==> src/rtl/mem_bus_adapter.sv <==
// Memory bus adapter: turns the multicycle core's fetch/load/store strobes into a
// req/ack bus transaction, stalling the control FSM until the access completes.
module mem_bus_adapter #(
    parameter int                ADDR_W   = 32,
    parameter int                DATA_W   = 32,
    parameter int                TIMEOUT  = 255,
    parameter logic [DATA_W-1:0] ERR_DATA = 32'h00100073
) (
    input  logic              clk,
    input  logic              resetn,
    input  logic              ir_write,
    input  logic              mem_read,
    input  logic              mem_write,
    input  logic [ADDR_W-1:0] addr,
    input  logic [DATA_W-1:0] wdata,
    output logic              stall,
    output logic [DATA_W-1:0] rdata,
    output logic              rdata_valid,
    output logic              bus_err,
    output logic              bus_req,
    output logic              bus_we,
    output logic [ADDR_W-1:0] bus_addr,
    output logic [DATA_W-1:0] bus_wdata,
    input  logic              bus_ack,
    input  logic [DATA_W-1:0] bus_rdata
);

    localparam logic [1:0] IDLE = 2'd0;
    localparam logic [1:0] REQ  = 2'd1;
    localparam logic [1:0] DONE = 2'd2;

    localparam logic [15:0] TIMER_LAST = 16'(TIMEOUT - 1);

    logic [1:0]  state;
    logic [15:0] timer;
    logic        access;
    logic        conflict;
    logic        misaligned;

    assign access     = ir_write | mem_read | mem_write;
    assign conflict   = (ir_write & mem_read) | (ir_write & mem_write) | (mem_read & mem_write);
    assign misaligned = (addr[1:0] != 2'b00);

    // Stall starts combinationally so the control FSM holds on the very edge the strobe appears.
    assign stall = ((state == IDLE) && access) || (state == REQ);

    always_ff @(posedge clk or negedge resetn) begin
        if (!resetn) begin
            state       <= IDLE;
            timer       <= '0;
            rdata       <= '0;
            rdata_valid <= 1'b0;
            bus_err     <= 1'b0;
            bus_req     <= 1'b0;
            bus_we      <= 1'b0;
            bus_addr    <= '0;
            bus_wdata   <= '0;
        end else begin
            rdata_valid <= 1'b0;
            case (state)
                IDLE: begin
                    if (access) begin
                        if (conflict) begin
                            bus_err <= 1'b1;
                        end
                        // Misaligned accesses never reach the bus; reads get the EBREAK word.
                        if (misaligned) begin
                            bus_err <= 1'b1;
                            if (!mem_write) begin
                                rdata       <= ERR_DATA;
                                rdata_valid <= 1'b1;
                            end
                            state <= DONE;
                        end else begin
                            bus_req   <= 1'b1;
                            bus_we    <= mem_write;
                            bus_addr  <= {addr[ADDR_W-1:2], 2'b00};
                            bus_wdata <= wdata;
                            timer     <= '0;
                            state     <= REQ;
                        end
                    end
                end
                REQ: begin
                    if (bus_ack) begin
                        bus_req <= 1'b0;
                        state   <= DONE;
                        if (!bus_we) begin
                            rdata       <= bus_rdata;
                            rdata_valid <= 1'b1;
                        end
                    end else if (timer == TIMER_LAST) begin
                        bus_req <= 1'b0;
                        bus_err <= 1'b1;
                        state   <= DONE;
                        if (!bus_we) begin
                            rdata       <= ERR_DATA;
                            rdata_valid <= 1'b1;
                        end
                    end else begin
                        timer <= timer + 16'd1;
                    end
                end
                DONE: begin
                    state <= IDLE;
                end
                default: begin
                    state <= IDLE;
                end
            endcase
        end
    end

endmodule

==> config.mk <==
export PLATFORM = sky130hd
export DESIGN_NAME = mem_bus_adapter
export DESIGN_NICKNAME = d
export VERILOG_FILES = /design/src/rtl/mem_bus_adapter.sv
export SDC_FILE = /design/constraint.sdc
export NUM_CORES = 1
export LEC_CHECK = 0
export ABC_AREA = 1
export BUFFER_PORTS_ARGS = -buffer_cell sky130_fd_sc_hd__buf_2
export CORE_ASPECT_RATIO = 2
export CORE_MARGIN = 2
export CORE_UTILIZATION = 44
export CTS_CLUSTER_SIZE = 24
export DETAILED_ROUTE_END_ITERATION = 7
export GPL_TIMING_DRIVEN = 1
export PLACE_DENSITY = 0.74
export SKIP_CTS_REPAIR_TIMING = 1
export SYNTH_ARGS = -nofsm -noshare
export SYNTH_HDL_FRONTEND = slang
export SYNTH_SLANG_ARGS = --single-unit
==> constraint.sdc <==
create_clock -name clk -period 1.5 [get_ports clk]
set_input_delay 0.15 -clock clk [delete_from_list [all_inputs] [get_ports clk]]
set_output_delay 0.15 -clock clk [all_outputs]
set_load 0.1 [all_outputs]
==> reports/results.txt <==
Across the run, the number of max-cap violations was 0. The minimum clock period after layout was 1.52 ns. Once the floorplan was initialized, standard cells occupied 45.3% of the core. Setup violations remaining at the end of the flow were counted as 8. Power spread over the standard cell area amounts to 2560 mW/mm^2. Of the synthesized area, sequential elements account for 54.4%. Global routing used 23.4% of the available tracks across all layers. The busiest layer in global routing is met2. The number of antenna violations at the first check in global routing came out at 1. The finished layout holds 1077 standard cells, fillers aside. The run gives 5015 as the via count of the first global-routing pass. The tools report the number of DRC violations after detailed-routing iteration 0 as 350. Counting every sink on the clock net gives 116. The cell area after synthesis is 0.00534 mm^2, and the number of remaining DRC errors is 0. The hold violation count in the final report is 17.

After synthesis the netlist holds a flip-flop and latch count of 116. The endpoint kind of the worst setup timing path is a flop. In this run switching power makes up 56.8% of total power.

The final reports fail on negative hold slack, negative setup slack. The run gives 0.42 ns as the clock insertion delay at the later pin of the skew report. The met1 routing resource usage after global routing came out at 24.7%. The tools report the layout net count as 1024. The count of buffers added on input and output ports is 200. The run finished, with violations left.

The required time of the worst setup path is 1.80 ns, and the total leakage power is 0.00426 uW. After detailed routing, the average wire length per cell comes to 15.0 um. The instance area at placement was 0.00674 mm^2; the horizontal die dimension was 81.9 um. Measured along the y axis, the die boundary spans 160 um. The worst pin sits at a relative slew slack of 58.7%. Summed over all layers, the routed wires come to 16200 um. Counting along the longest clock path gives a buffer depth of 2. The Yosys step of the flow raised 0 warnings.

The worst setup path is of the flop to flop kind. The number of clock buffers added by TritonCTS is 17. The cell internal power dissipation was 8670 uW; the weighted congestion reported at the end of routability-driven placement was 0.891.

The analysis attributes to net switching a power of 11400 uW. In this run the worst path has a maximum fanout of 32. The area of the core is 0.0118 mm^2. Counting tap cells, the placed design contains a total of 1005 instances.

VDD sags by at most 2.29 mV. The run gives 4 as the H-tree depth. Static timing analysis puts the maximum clock frequency at 0.659 GHz.

The final critical path takes up 101% of the cycle. Clock-pin slew was measured on the worst setup and hold paths at 0.06 ns. The worst-margin pin slew was 0.620 ns; the share of layout cells above drive strength 1 was 32.0%.

The synthesis-to-layout area growth works out to 46.5%. The run gives 0.0102 ns as the post-route clock skew. The tools report the number of vias after detailed routing as 5408.

The count of boundary I/O pins came out at 203. Setup repair after global routing could not meet its margin everywhere. Global routing used 41.1% of the available met2 tracks. The sequential fraction of design power was 23.6%. The clock root buffer was sky130_fd_sc_hd__clkbuf_16. Fill cells in the final layout number 962. In this run the core area contains 56 standard-cell rows.

The run gives 66.4% as the share of the core filled with cells. For the worst setup path, the data arrival time is 1.81 ns. Global routing used 5.48% of the available met3 tracks. STA classifies the critical path startpoint as a flop. The netlist uses 27 different library cells. Entering global routing, the biggest net connects 64 pins. The clock network is responsible for 20.4% of the overall power. Post-layout worst setup margin: -0.0179 ns. With fillers left out, the area of the finished cells amounts to 0.00782 mm^2. The worst hold slack after final layout is -0.0227 ns. The die covers 0.0131 mm^2.

The path class of the tightest hold or removal check is input port to flop. Dividing the detail-routed via count by the number of cells gives 5.02. The total congestion overflow after global routing was 0. The average footprint of a synthesized cell was 8.09 um^2. The tools report the post-DP HPWL as 10700 um. Detailed-router iteration count before antenna repair: 5. The tools report the synthesized netlist cell count as 660. TritonCTS built the clock tree. The count of nets left with antenna violations once routing finished came out at 0.

The run gives 0 as the final number of max-transition violations. Per report_power, the combinational group accounts for 55.9% of the total. The wire length of the first global-routing pass came out at 23400 um.
[path summary, 6_finish.rpt]
path | slack (ns) | end | cells after the start | start
worst max-delay path | -0.02 | rdata[22]$_DFFE_PN0P_ | 10 | timer[0]$_DFFE_PN0P_
min in group asynchronous | 0.18 | bus_addr[8]$_DFFE_PN0P_ | 2 | resetn
worst min register to register | 0.46 | bus_err$_DFFE_PN0P_ | 2 | bus_err$_DFFE_PN0P_
max in group asynchronous | 0.72 | state[0]$_DFFE_PN0P_ | 3 | resetn
worst max register to register | -0.02 | rdata[22]$_DFFE_PN0P_ | 10 | timer[0]$_DFFE_PN0P_
worst min-delay path | -0.02 | bus_wdata[22]$_DFFE_PN0P_ | 3 | wdata[22]
[state kept, by name, summed over array words and instances, names as in the netlist, 2 cells and up]
name,count
bus_addr,30
bus_wdata,32
rdata,32
state,2
timer,16
[critical path, stage by stage, from the launching register on]
cell and delay (ns):
sky130_fd_sc_hd__dfrtp_1 0.37, sky130_fd_sc_hd__inv_1 0.06, sky130_fd_sc_hd__ha_1 0.13, sky130_fd_sc_hd__nand2_1 0.06
sky130_fd_sc_hd__nor2_2 0.11, sky130_fd_sc_hd__nand2_2 0.09, sky130_fd_sc_hd__nand2_2 0.11, sky130_fd_sc_hd__nand3_4 0.12
sky130_fd_sc_hd__buf_12 0.19, sky130_fd_sc_hd__nand3_1 0.08, sky130_fd_sc_hd__nand2_1 0.06
[kinds of logic after synthesis]
logic type / after synthesis / share of synthesized area [%]
and+or+nand+nor: 451 / 36.1
AOI/OAI and AO/OA: 25 / 2.56
buffers and inverters: 61 / 5.72
other: 1 / 0.0703
adders and majority gates: 2 / 0.469
xor gates and xnor gates: 4 / 0.656
DFF: 116 / 54.4
[Yosys cell counts]
library cell / n / area share [%]
sky130_fd_sc_hd__a21oi_1: 3 / 0.28
sky130_fd_sc_hd__buf_2: 13 / 1.2
sky130_fd_sc_hd__buf_4: 6 / 0.84
sky130_fd_sc_hd__buf_6: 5 / 1.1
sky130_fd_sc_hd__clkbuf_1: 17 / 1.2
sky130_fd_sc_hd__clkinv_1: 2 / 0.14
sky130_fd_sc_hd__conb_1: 1 / 0.070
sky130_fd_sc_hd__dfrtp_1: 116 / 54
sky130_fd_sc_hd__ha_1: 2 / 0.47
sky130_fd_sc_hd__inv_1: 17 / 1.2
sky130_fd_sc_hd__inv_2: 1 / 0.070
sky130_fd_sc_hd__nand2_1: 266 / 19
sky130_fd_sc_hd__nand2_2: 3 / 0.35
sky130_fd_sc_hd__nand2_4: 3 / 0.63
sky130_fd_sc_hd__nand3_1: 108 / 10
sky130_fd_sc_hd__nand3_4: 1 / 0.33
sky130_fd_sc_hd__nand3b_1: 1 / 0.14
sky130_fd_sc_hd__nand4_1: 8 / 0.94
sky130_fd_sc_hd__nor2_1: 48 / 3.4
sky130_fd_sc_hd__nor2_2: 3 / 0.35
sky130_fd_sc_hd__o21ai_0: 3 / 0.28
sky130_fd_sc_hd__o21ai_1: 14 / 1.3
sky130_fd_sc_hd__o21bai_1: 4 / 0.56
sky130_fd_sc_hd__o22ai_1: 1 / 0.12
sky130_fd_sc_hd__or2_1: 3 / 0.35
sky130_fd_sc_hd__or2_2: 7 / 0.82
sky130_fd_sc_hd__xor2_1: 4 / 0.66
[area by class of cell]
cell class / count / area [um^2] / area share, %
antenna: 1 / 2.50 / 0.0320
clock inverter: 9 / 129 / 1.65
sequential: 116 / 2910 / 37.2
clock buffer: 21 / 470 / 6.02
inverter: 20 / 75.1 / 0.960
tap: 145 / 181 / 2.32
timing repair buffer: 281 / 1860 / 23.8
multi-input combinational: 484 / 2190 / 28.0
[cells in the final DEF (no fill, tap or decap), types with 2 or more instances in the layout]
master,n
sky130_fd_sc_hd__nand3_1,107
sky130_fd_sc_hd__clkbuf_16,18
sky130_fd_sc_hd__or2_2,8
sky130_fd_sc_hd__conb_1,2
sky130_fd_sc_hd__xor2_1,4
sky130_fd_sc_hd__inv_1,17
sky130_fd_sc_hd__nand2_2,3
sky130_fd_sc_hd__o21bai_1,4
sky130_fd_sc_hd__clkinv_2,3
sky130_fd_sc_hd__bufinv_16,3
sky130_fd_sc_hd__ha_1,2
sky130_fd_sc_hd__nand2_1,263
sky130_fd_sc_hd__buf_4,31
sky130_fd_sc_hd__nor2_2,3
sky130_fd_sc_hd__nor2_1,45
sky130_fd_sc_hd__o21ai_1,14
sky130_fd_sc_hd__clkinvlp_4,2
sky130_fd_sc_hd__clkinv_1,2
sky130_fd_sc_hd__or2_1,2
sky130_fd_sc_hd__buf_12,10
sky130_fd_sc_hd__o21ai_0,3
sky130_fd_sc_hd__nand4_1,8
sky130_fd_sc_hd__clkbuf_8,3
sky130_fd_sc_hd__dlygate4sd3_1,40
sky130_fd_sc_hd__dfrtp_2,2
sky130_fd_sc_hd__nand2_4,5
sky130_fd_sc_hd__nor2_4,3
sky130_fd_sc_hd__a21oi_1,3
sky130_fd_sc_hd__buf_2,198
sky130_fd_sc_hd__dfrtp_1,114
[power by group through the flow]
stage,combinational [uW],clock (uW),sequential [uW]
floorplan,1750,0,11900
global placement,11000,0,4710
detailed placement,11000,0,4740
CTS,11100,4130,4710
global route,11700,4260,4870
finish,11200,4090,4740
[routing by layer]
| layer | wire (um) | share of wire (%) |
|---|---|---|
| met1 | 5830 | 36 |
| met2 | 8800 | 54 |
| met3 | 836 | 5.2 |
| met4 | 710 | 4.4 |
| met5 | 0 | 0 |
[stage by stage]
step	power, uW	worst slack, ns	setup TNS, ns	hold slack [ns]
final	20000	-0.0179	-0.0409	-0.0227
after detailed placement	15800	-0.0535	-1.02	0.0811
after global placement	15700	-0.0372	-0.211	0.0814
after global routing	20800	-0.132	-3.60	-0.00763
after floorplan	13700	0.0582	0	-0.146
after CTS	19900	-0.0781	-1.64	-0.357
Note: power is estimated with default switching activity, not from simulation.
